## src/rtl/program_counter_unit_pkg.sv

```systemverilog
// ---------------------------------------------------------------------------
// programCounterGroup
//   Shared definitions for the cpu32e2 program counter.
//   - controlBus   : registered control code issued by the controller.
//   - ALIGN_MASK   : low address bits that must be zero for a legal target.
//   - vectorAddress: ISR entry address, word-aligned base plus index * 4.
// ---------------------------------------------------------------------------
package programCounterGroup;

  typedef enum logic [2:0] {
    NO_OP      = 3'd0,
    LOAD_PLUS4 = 3'd1,
    LOAD_RFA   = 3'd2,
    LOAD_CALC  = 3'd3,
    LOAD_ISR   = 3'd4
  } controlBus;

  localparam logic [1:0] ALIGN_MASK = 2'b11;

  // The low two bits of the base are dropped.
  // The sum wraps modulo 2^32.
  function automatic logic [31:0] vectorAddress(input logic [31:0] base,
                                                input logic [4:0]  index);
    logic [31:0] aligned_base;
    logic [31:0] offset;
    aligned_base = {base[31:2], 2'b00};
    offset       = {25'd0, index, 2'b00};
    return aligned_base + offset;
  endfunction

endpackage

```

## src/rtl/program_counter_unit_pc_target_select.sv

```systemverilog
// ---------------------------------------------------------------------------
// pc_target_select
//   Combinational next-PC mux with branch-target alignment check.
//   Inputs : pcControl, pc, rfaData, calcData, vectorBase, vectorIndex
//   Outputs: nextPc      - candidate next PC value
//            loadPc      - nextPc should be written into pc
//            faultDetect - register/calculated target is misaligned
//            faultTarget - the misaligned target address
// ---------------------------------------------------------------------------
module pc_target_select
  import programCounterGroup::*;
(
  input  controlBus   pcControl,
  input  logic [31:0] pc,
  input  logic [31:0] rfaData,
  input  logic [31:0] calcData,
  input  logic [31:0] vectorBase,
  input  logic [4:0]  vectorIndex,
  output logic [31:0] nextPc,
  output logic        loadPc,
  output logic        faultDetect,
  output logic [31:0] faultTarget
);

  logic [31:0] branch_target;
  logic        is_branch;

  always_comb begin
    branch_target = rfaData;
    is_branch     = 1'b0;
    case (pcControl)
      LOAD_RFA:  begin branch_target = rfaData;  is_branch = 1'b1; end
      LOAD_CALC: begin branch_target = calcData; is_branch = 1'b1; end
      default:   ;
    endcase
  end

  always_comb begin
    nextPc      = pc;
    loadPc      = 1'b0;
    faultDetect = 1'b0;
    faultTarget = branch_target;
    case (pcControl)
      LOAD_PLUS4: begin
        nextPc = pc + 32'd4;
        loadPc = 1'b1;
      end
      LOAD_RFA, LOAD_CALC: begin
        // A misaligned target never reaches pc.
        // It is only reported as a fault.
        if ((branch_target[1:0] & ALIGN_MASK) == 2'b00) begin
          nextPc = branch_target;
          loadPc = 1'b1;
        end else begin
          faultDetect = is_branch;
        end
      end
      LOAD_ISR: begin
        nextPc = vectorAddress(vectorBase, vectorIndex);
        loadPc = 1'b1;
      end
      default: ;  // NO_OP and undefined codes hold.
    endcase
  end

endmodule

```

## src/rtl/program_counter_unit.sv

```systemverilog
// ---------------------------------------------------------------------------
// program_counter_unit
//   Architectural PC for the cpu32e2 core.
//   It holds pc, the interrupted PC (savedPc) and a sticky alignment-fault
//   record.
//   Parameter: RESET_VECTOR - pc value after reset (bits [1:0] must be 0)
//   Inputs : clk, reset (async, active-high), enable, pcControl, rfaData,
//            calcData, vectorBase, vectorIndex, faultAck
//   Outputs: pc, pcPlus4 (combinational), savedPc, alignFault, faultAddr
// ---------------------------------------------------------------------------
module program_counter_unit
  import programCounterGroup::*;
#(
  parameter logic [31:0] RESET_VECTOR = 32'h0000_0000
) (
  input  logic        clk,
  input  logic        reset,
  input  logic        enable,
  input  controlBus   pcControl,
  input  logic [31:0] rfaData,
  input  logic [31:0] calcData,
  input  logic [31:0] vectorBase,
  input  logic [4:0]  vectorIndex,
  input  logic        faultAck,
  output logic [31:0] pc,
  output logic [31:0] pcPlus4,
  output logic [31:0] savedPc,
  output logic        alignFault,
  output logic [31:0] faultAddr
);

  logic [31:0] next_pc;
  logic        load_pc;
  logic        fault_detect;
  logic [31:0] fault_target;
  logic        capture_fault;

  pc_target_select u_target_select (
    .pcControl   (pcControl),
    .pc          (pc),
    .rfaData     (rfaData),
    .calcData    (calcData),
    .vectorBase  (vectorBase),
    .vectorIndex (vectorIndex),
    .nextPc      (next_pc),
    .loadPc      (load_pc),
    .faultDetect (fault_detect),
    .faultTarget (fault_target)
  );

  assign pcPlus4 = pc + 32'd4;

  // The first fault owns faultAddr until it is acknowledged.
  // A fault arriving in the same cycle as the acknowledge replaces the
  // record instead of being lost.
  assign capture_fault = enable && fault_detect && (!alignFault || faultAck);

  always_ff @(posedge clk or posedge reset) begin
    if (reset) begin
      pc      <= RESET_VECTOR;
      savedPc <= 32'd0;
    end else if (enable) begin
      if (load_pc) pc <= next_pc;
      if (pcControl == LOAD_ISR) savedPc <= pc;
    end
  end

  // The acknowledge is honoured even while the core is stalled.
  always_ff @(posedge clk or posedge reset) begin
    if (reset) begin
      alignFault <= 1'b0;
      faultAddr  <= 32'd0;
    end else if (capture_fault) begin
      alignFault <= 1'b1;
      faultAddr  <= fault_target;
    end else if (faultAck) begin
      alignFault <= 1'b0;
    end
  end

endmodule

```

## config.mk

```make
export PLATFORM = sky130hd
export DESIGN_NAME = program_counter_unit
export DESIGN_NICKNAME = d
export VERILOG_FILES = /design/src/rtl/program_counter_unit_pkg.sv /design/src/rtl/program_counter_unit_pc_target_select.sv /design/src/rtl/program_counter_unit.sv
export SDC_FILE = /design/constraint.sdc
export NUM_CORES = 1
export LEC_CHECK = 0
export ABC_AREA = 1
export CORE_UTILIZATION = 50
export DETAILED_ROUTE_END_ITERATION = 8
export GPL_ROUTABILITY_DRIVEN = 0
export GPL_TIMING_DRIVEN = 1
export PLACE_DENSITY = 0.94
export SLEW_MARGIN = 20
export SYNTH_ARGS = -nofsm -noshare
export SYNTH_HDL_FRONTEND = slang
export SYNTH_SLANG_ARGS = --single-unit
```

## constraint.sdc

```tcl
create_clock -name clk -period 8.24 [get_ports clk]
set_input_delay 0.824 -clock clk [delete_from_list [all_inputs] [get_ports clk]]
set_output_delay 0.824 -clock clk [all_outputs]
set_load 0.005 [all_outputs]
```

==> results of run 1 <==
-- power groups by stage --
| stage | combinational [uW] | clock [uW] | sequential (uW) |
|---|---|---|---|
| 6_report | 901 | 413 | 742 |
| 5_1_grt | 985 | 431 | 754 |
| 4_1_cts | 892 | 409 | 734 |
| 3_5_place_dp | 883 | 0 | 741 |
| 3_3_place_gp | 856 | 0 | 732 |
| 2_1_floorplan | 337 | 0 | 727 |
-- cells by family (layout without fill, tap and decap cells) --
group / Yosys count / count (layout) / synth area share
AO/OA/AOI/OAI: 116 / 116 / 0.0943
XOR/XNOR: 14 / 14 / 0.0185
adder cells (fa/ha/maj): 7 / 7 / 0.0143
buffers and inverters: 139 / 357 / 0.0920
flip-flops: 97 / 97 / 0.366
multiplexers: 4 / 4 / 0.00679
AND/OR/NAND/NOR: 644 / 644 / 0.408
-- cells in the final DEF, fill, tap and decap left out, types with 2 or more instances in the layout --
master,Yosys,layout
nand2_1,366,366
clkdlybuf4s50_1,0,234
nor2_1,131,131
inv_1,101,100
dfrtp_1,97,97
nand3_1,93,92
o21ai_1,45,45
o21ai_0,44,44
or2_2,20,20
o21a_1,14,14
xor2_1,14,14
or2_1,10,10
a21oi_1,9,9
clkbuf_16,0,9
ha_1,6,6
or2_0,5,5
inv_2,4,4
mux2_1,4,4
nand3_2,3,3
nand4_1,3,3
and2_1,3,3
nand3b_1,3,3
nand2_2,2,2
inv_4,1,2
clkbuf_8,0,2
inv_6,0,2
-- routing by layer --
layer	vias up	global-route usage	wire, um
li1	3624	-	-
met1	3505	0.416	8740
met2	488	0.585	10800
met3	99	0.0788	2400
met4	0	0.203	1190
met5	-	0	0
-- area by class of cell --
cell class,instances,share of cell area
repair buffers,235,0.253
inverters,106,0.0433
multi-input cells,785,0.389
flip-flops and latches,97,0.261
clock inverters,4,0.00363
clock buffers,12,0.0276
well taps,172,0.0231
-- path summary, 6_finish.rpt --
kind	from	endpoint	slack, ns	cells after the start
max in group asynchronous	reset	faultAddr[30]	6.23	3
worst min-delay path	savedPc[6]	savedPc[6]	0.49	2
worst min register to register	savedPc[6]	savedPc[6]	0.49	2
worst max-delay path	pc[3]	pcPlus4[18]	4.73	7
min in group asynchronous	reset	faultAddr[10]	0.89	2
worst max register to register	pc[3]	pc[14]	6.06	10
-- sequential cells by signal, indices dropped and copies added (netlist names) --
name / flops
savedPc: 32
faultAddr: 32
pc: 32
alignFault: 1
-- per-stage QoR --
stage / power, uW / hold WS [ns] / instances
after detailed placement: 1620 / 0.474 / 1395
after CTS: 2030 / 0.491 / 1411
after global placement: 1590 / 0.464 / 1395
after floorplan: 1060 / 0.476 / 1021
final: 2060 / 0.488 / 1411
after global routing: 2170 / 0.499 / 1411
-- worst min-delay path, cell delays in order, from the launching register on --
cell and delay [ns]:
dfrtp_1 0.35, nand2_1 0.05, o21ai_0 0.06
==> results.cfg, run 1 <==
[job]
max-cap-violations = 0

[yosys]
yosysUniqueCellTypes = 36
ys_warn_count = 0
async_reset_ff_frac = 1.00
yosysSeqAreaShare = 0.366
synth-edff-count = 0
yosysTopAreaCell = dfrtp_1
avgSynthCellArea_um2 = 6.50
synthCells = 1021
syn_nets = 1136
yosys.area.top_type_share = 0.366
synthTopCellsByArea = dfrtp_1, nand2_1, nor2_1
synthesis.area_um2 = 6640
synth_ff_type = dfrtp_1
ys_ff_latch = 97
ys_top_cells_by_count = nand2_1, nor2_1, inv_1
synth_most_common_cell = nand2_1

[detailed_routing]
vias = 7716
wl_um = 23200
drtPass1Iterations = 5
vias_per_cell = 5.47
wl_per_cell_um = 16.4
drtIter0Drc = 838
drc = 0
drt.antenna.violating_nets = 0

[cts]
clock_latency_ns = 0.35
clkTransAtPathRegs_ns = 0.07
clockBufferDepth = 2
clock_sinks = 97
postCtsSetupBuffers = 0
cts-root-buf = clkbuf_16
cts_tree = done
h-tree-depth = 3
numCtsBuffers = 9
cts_resized = 0
hold_buffers = 0

[layout]
antenna_cells = 0
drive_gt1_frac = 0.0428
final_util = 0.728
multi_input_area_um2 = 3620
area.sequential_um2 = 2430
syn2layout_area_growth_pct = 40.2
nNetsFinal = 1349
fillCellCount = 975
fin_area_um2 = 9300

[global_route]
grt_pass1_vias = 7316
grt_max_degree = 66
overflow = 0
grt_pass1_wl_um = 36100
grt_usage = 0.351
antenna_found_initial = 0

[floorplan]
boundaryPins = 237
dieArea_um2 = 13700
fp-row-count = 41
initial_core_util = 0.520
die_w_um = 117
dieHeight_um = 117
core_area_um2 = 12800

[power_and_ir_drop]
ir_drop_v = 0.000130
p_per_area_nw_per_um2 = 221
swShare = 0.357
p_leak_uw = 0.00442
p_comb_frac = 0.438
p_switching_uw = 734
seqPwrFrac = 0.361
pwr-share-clk = 0.201
p_int_uw = 1320

[critical_path]
worstSetupPathType = reg2out
slowest_stage = clkdlybuf4s50_1
worstPathRequired_ns = 7.42
critPathTopFamily = buffers and inverters
cp-start-kind = register
crit_path_max_fanout = 5
cp_num_buf_inv = 2
endpoint_kind = primary output
worstPathCellList = ha_1, nand3_1, inv_1, nand2_1, nor2_1, xor2_1, clkdlybuf4s50_1
critPathArrivalTime_ns = 2.69
slowest_delay_ns = 0.56

[timing]
period_minus_slack_ns = 3.51
hold_viol = 0
rsz0062_at_grt = no
slew_viol_final = 0
fin_skew_ns = 0.00956
setup_viol = 0
min_period_over_period = 0.426
tightest_slew_ns = 0.974
fmax_mhz = 285
setup_ws_ns = 4.73
tns_ns = 0
relSlewSlack = 0.348

[place]
place_ws_ns = 4.24
post_dp_cell_area_um2 = 9000
place_hpwl_um = 18000
port-buffer-count = 234

[worst_hold_path]
hp-class = reg2reg

[run_status]
outcome = finished clean
Note: power is estimated with default switching activity, not from simulation.
==> inputs of run 2 (changes only) <==
--- a/config.mk
+++ b/config.mk
@@ -6,11 +6,11 @@
 export NUM_CORES = 1
 export LEC_CHECK = 0
 export ABC_AREA = 1
-export CORE_UTILIZATION = 50
+export CORE_UTILIZATION = 42
 export DETAILED_ROUTE_END_ITERATION = 8
 export GPL_ROUTABILITY_DRIVEN = 0
 export GPL_TIMING_DRIVEN = 1
-export PLACE_DENSITY = 0.94
+export PLACE_DENSITY = 0.85
 export SLEW_MARGIN = 20
 export SYNTH_ARGS = -nofsm -noshare
 export SYNTH_HDL_FRONTEND = slang
==> constraint.sdc (replaced) <==
create_clock -name clk -period 3.1 [get_ports clk]
set_input_delay 0.31 -clock clk [delete_from_list [all_inputs] [get_ports clk]]
set_output_delay 0.31 -clock clk [all_outputs]
set_load 0.005 [all_outputs]
==> results.cfg, run 2 (synthesis gave the netlist of run 1 again) <==
[run_status]
outcome = finished clean

[timing]
tightest_slew_ns = 0.892
whs_ns = 0.484
tns_ns = 0
rsz0062_at_grt = no
setup_ws_ns = 0.243
min_period_over_period = 0.922
fin_skew_ns = 0.0125
period_minus_slack_ns = 2.86
fmax_mhz = 350
hold_viol = 0
slew_viol_final = 0
setup_viol = 0
relSlewSlack = 0.405

[place]
place_hpwl_um = 18400
post_dp_cell_area_um2 = 9150
placedCellCount = 1444
port-buffer-count = 234
place_ws_ns = 0.511

[layout]
drive_gt1_frac = 0.0528
fin_area_um2 = 9460
final_common_cell = nand2_1
antenna_cells = 0
layoutNonFillerInstCount = 1460
largest_registers = faultAddr: 32 flops, pc: 32 flops, savedPc: 32 flops
nNetsFinal = 1359
syn2layout_area_growth_pct = 42.5
final_cell_mix = nand2_1, clkdlybuf4s50_1, nor2_1

[floorplan]
initial_core_util = 0.433
fp-row-count = 45
dieArea_um2 = 16300
core_area_um2 = 15300
die_w_um = 128
dieHeight_um = 128
boundaryPins = 237

[critical_path]
cp-start-kind = register
critPathArrivalTime_ns = 2.55
worstPathRequired_ns = 2.79
crit_path_max_fanout = 5
endpoint_kind = primary output
worstSetupPathType = reg2out

[power_and_ir_drop]
p_leak_uw = 0.00449
p_per_area_nw_per_um2 = 580
ir_drop_v = 0.000345

[cts]
clockBufferDepth = 2
cts-root-buf = clkbuf_16
clkTransAtPathRegs_ns = 0.06
cts_tree = done
clock_latency_ns = 0.35
clock_sinks = 97
numCtsBuffers = 9
h-tree-depth = 3
postCtsSetupBuffers = 0

[global_route]
grt_pass1_vias = 6970
grt_usage = 0.288
grt_max_degree = 73
antenna_found_initial = 0
overflow = 0
grt_pass1_wl_um = 35900

[detailed_routing]
vias_per_cell = 5.12
drt.antenna.violating_nets = 0
drtIter0Drc = 767
drtPass1Iterations = 6
wl_um = 22800
vias = 7476
drc = 0
wl_per_cell_um = 15.6

[job]
max-cap-violations = 0

[worst_hold_path]
hp-class = reg2reg
==> run 2: cell types whose count changed in the layout (fill, tap and decap cells not counted), sizes merged <==
| cell | change |
|---|---|
| buf | +10 |
| bufinv | +1 |
| clkbuf | -2 |
| clkinv | +1 |
==> run 2: area by class of cell <==
type                    instances  area, um^2
clock buffers                  10         239
clock inverters                 6        65.1
fillers                      1396        5860
inverters                     106         403
multi-input cells             785        3610
flip-flops and latches         97        2430
well taps                     211         264
repair buffers                245        2450
==> run 2: report_power, final <==
part | leakage (uW) | total (uW) | internal [uW] | switching [uW]
sequential | 0.00119 | 1970 | 1620 | 347
clock | 0.000149 | 1140 | 650 | 490
combinational | 0.00315 | 2380 | 1310 | 1070
==> run 2: through the flow <==
step	total power, uW	util
finish	5490	0.618
global placement	4270	0.597
CTS	5470	0.617
detailed placement	4330	0.597
floorplan	2830	-
global route	5810	0.618
==> run 2: worst max-delay path, stage by stage, from the launching register on <==
cell             delay, ns
dfrtp_1               0.45
ha_2                  0.29
nand3_1               0.22
inv_1                 0.16
nand2_1               0.12
inv_1                 0.15
nand2_1               0.07
nand2_1               0.07
and2_1                0.15
clkdlybuf4s50_1       0.51
==> run 2: timing repair <==
action / 4_1_cts / 5_1_grt
hold buffers: 0 / 0
setup endpoints to repair: 0 / 2
resized for setup: 0 / 2
endpoints found under the hold margin: 0 / 0
==> run 2: worst paths after layout <==
check / slack (ns) / cells after the start / end / start
max: 0.24 / 9 / pcPlus4[14] / pc[2]
min: 0.48 / 2 / savedPc[15] / savedPc[15]
max reg2reg: 1.14 / 12 / pc[26] / pc[2]
min reg2reg: 0.48 / 2 / savedPc[15] / savedPc[15]
max in group asynchronous: 1.85 / 3 / faultAddr[25] / reset
min in group asynchronous: 0.50 / 2 / faultAddr[9] / reset
==> run 2: metal layers <==
layer	global-route usage	vias up	share of wire
li1	-	3654	-
met1	0.372	3381	0.41
met2	0.480	384	0.48
met3	0.0447	57	0.081
met4	0.125	0	0.038
met5	0	-	0
==> inputs of run 3 (changes only) <==
--- a/config.mk
+++ b/config.mk
@@ -10,7 +10,7 @@
 export DETAILED_ROUTE_END_ITERATION = 8
 export GPL_ROUTABILITY_DRIVEN = 0
 export GPL_TIMING_DRIVEN = 1
-export PLACE_DENSITY = 0.85
+export PLACE_DENSITY = 0.79
 export SLEW_MARGIN = 20
 export SYNTH_ARGS = -nofsm -noshare
 export SYNTH_HDL_FRONTEND = slang
==> constraint.sdc (replaced) <==
create_clock -name clk -period 3.1 [get_ports clk]
set_input_delay 0.465 -clock clk [delete_from_list [all_inputs] [get_ports clk]]
set_output_delay 0.465 -clock clk [all_outputs]
set_load 0.005 [all_outputs]
==> results.cfg, run 3 (synthesis gave the netlist of run 1 again) <==
[power_and_ir_drop]
p_leak_uw = 0.00447
ir_drop_v = 0.000319
p_per_area_nw_per_um2 = 573

[detailed_routing]
wl_um = 22600
drt.antenna.violating_nets = 0
vias_per_cell = 5.07
vias = 7406
drtIter0Drc = 547
drc = 0
drtPass1Iterations = 5
wl_per_cell_um = 15.5

[place]
place_hpwl_um = 18200
placedCellCount = 1444
port-buffer-count = 234

[global_route]
overflow = 0
grt_pass1_wl_um = 35400
antenna_found_initial = 0
grt_max_degree = 66
grt_usage = 0.285
grt_pass1_vias = 6895

[cts]
clockBufferDepth = 2
numCtsBuffers = 9
clock_sinks = 97
clkTransAtPathRegs_ns = 0.07
h-tree-depth = 3
clock_latency_ns = 0.35
cts_resized = 0
cts_tree = done
postCtsSetupBuffers = 0
hold_buffers = 0
cts-root-buf = clkbuf_16

[critical_path]
critPathTopFamily = buffers and inverters
worstPathCellList = ha_2, nand3_2, inv_1, nand2_1, inv_1, nand2_1, nand2_1, and2_1, clkdlybuf4s50_1
slowest_delay_ns = 0.51
worstSetupPathType = reg2out
slowest_stage = clkdlybuf4s50_1
endpoint_kind = primary output
cpMostUsedCell = nand2_1
cp_num_buf_inv = 3
crit_path_max_fanout = 5
critPathArrivalTime_ns = 2.50
cp-start-kind = register
worstPathRequired_ns = 2.63

[floorplan]
dieHeight_um = 128
fp-row-count = 45
die_w_um = 128
boundaryPins = 237
dieArea_um2 = 16300
core_area_um2 = 15300
initial_core_util = 0.433

[timing]
relSlewSlack = 0.334
setup_viol = 0
period_minus_slack_ns = 2.96
tightest_slew_ns = 0.998
fin_skew_ns = 0.00961
slew_viol_final = 0
fmax_mhz = 337
rsz0062_at_grt = no
tns_ns = 0
min_period_over_period = 0.956
hold_viol = 0

[layout]
final_common_cell = nand2_1
layoutNonFillerInstCount = 1460
antenna_cells = 0
drive_gt1_frac = 0.0528
final_cell_mix = nand2_1, clkdlybuf4s50_1, nor2_1
syn2layout_area_growth_pct = 42.1
largest_registers = faultAddr: 32 flops, pc: 32 flops, savedPc: 32 flops
nNetsFinal = 1359
fillCellCount = 1453

[job]
max-cap-violations = 0

[worst_hold_path]
hp-class = reg2reg

[run_status]
outcome = finished clean
-- run 3: per-stage QoR --
| step | setup slack [ns] | util | hold WS, ns | power, uW | instance area [um^2] |
|---|---|---|---|---|---|
| 2_1_floorplan | 0.101 | - | 0.476 | 2830 | 6640 |
| 3_3_place_gp | 0.436 | 0.597 | 0.465 | 4270 | 9140 |
| 3_5_place_dp | 0.387 | 0.597 | 0.472 | 4320 | 9140 |
| 4_1_cts | 0.00534 | 0.615 | 0.488 | 5390 | 9420 |
| 5_1_grt | 0.0494 | 0.616 | 0.509 | 5730 | 9430 |
| 6_report | 0.135 | 0.616 | 0.484 | 5410 | 9430 |
-- run 3: worst reg2reg max path, delay by kind of cell, from the launching register on --
family | cells | cell delay, ns
buf+inv | 3 | 0.33
simple gates | 8 | 0.79
flops | 1 | 0.43
fa+ha+maj | 1 | 0.30
-- run 3: path summary, 6_finish.rpt --
path	slack, ns	depth (start not counted)	start	to
max in group asynchronous	1.87	3	reset	pc[3]
min	0.48	2	savedPc[3]	savedPc[3]
max reg2reg	1.14	12	pc[2]	pc[26]
min in group asynchronous	0.53	2	reset	faultAddr[10]
min reg2reg	0.48	2	savedPc[3]	savedPc[3]
max	0.14	9	pc[2]	pcPlus4[14]
-- run 3: layout make-up --
| cell class | instances | area [um^2] | share of cell area |
|---|---|---|---|
| repair buffers | 245 | 2440 | 0.258 |
| clock buffers | 11 | 243 | 0.0257 |
| inverters | 106 | 403 | 0.0427 |
| clock inverters | 5 | 38.8 | 0.00411 |
| flip-flops and latches | 97 | 2430 | 0.257 |
| multi-input cells | 785 | 3620 | 0.384 |
| well taps | 211 | 264 | 0.0280 |
-- run 3: layer usage --
metal / track usage / up-vias / share of wire
met3: 0.0472 / 67 / 0.078
met1: 0.363 / 3356 / 0.42
met4: 0.147 / 0 / 0.045
met5: 0 / - / 0
li1: - / 3645 / -
met2: 0.467 / 338 / 0.46
-- run 3: where the power goes --
part	switching, uW	internal, uW	leakage [uW]
sequential	338	1620	0.00119
combinational	1070	1310	0.00314
clock	504	571	0.000136
total	1910	3500	0.00447
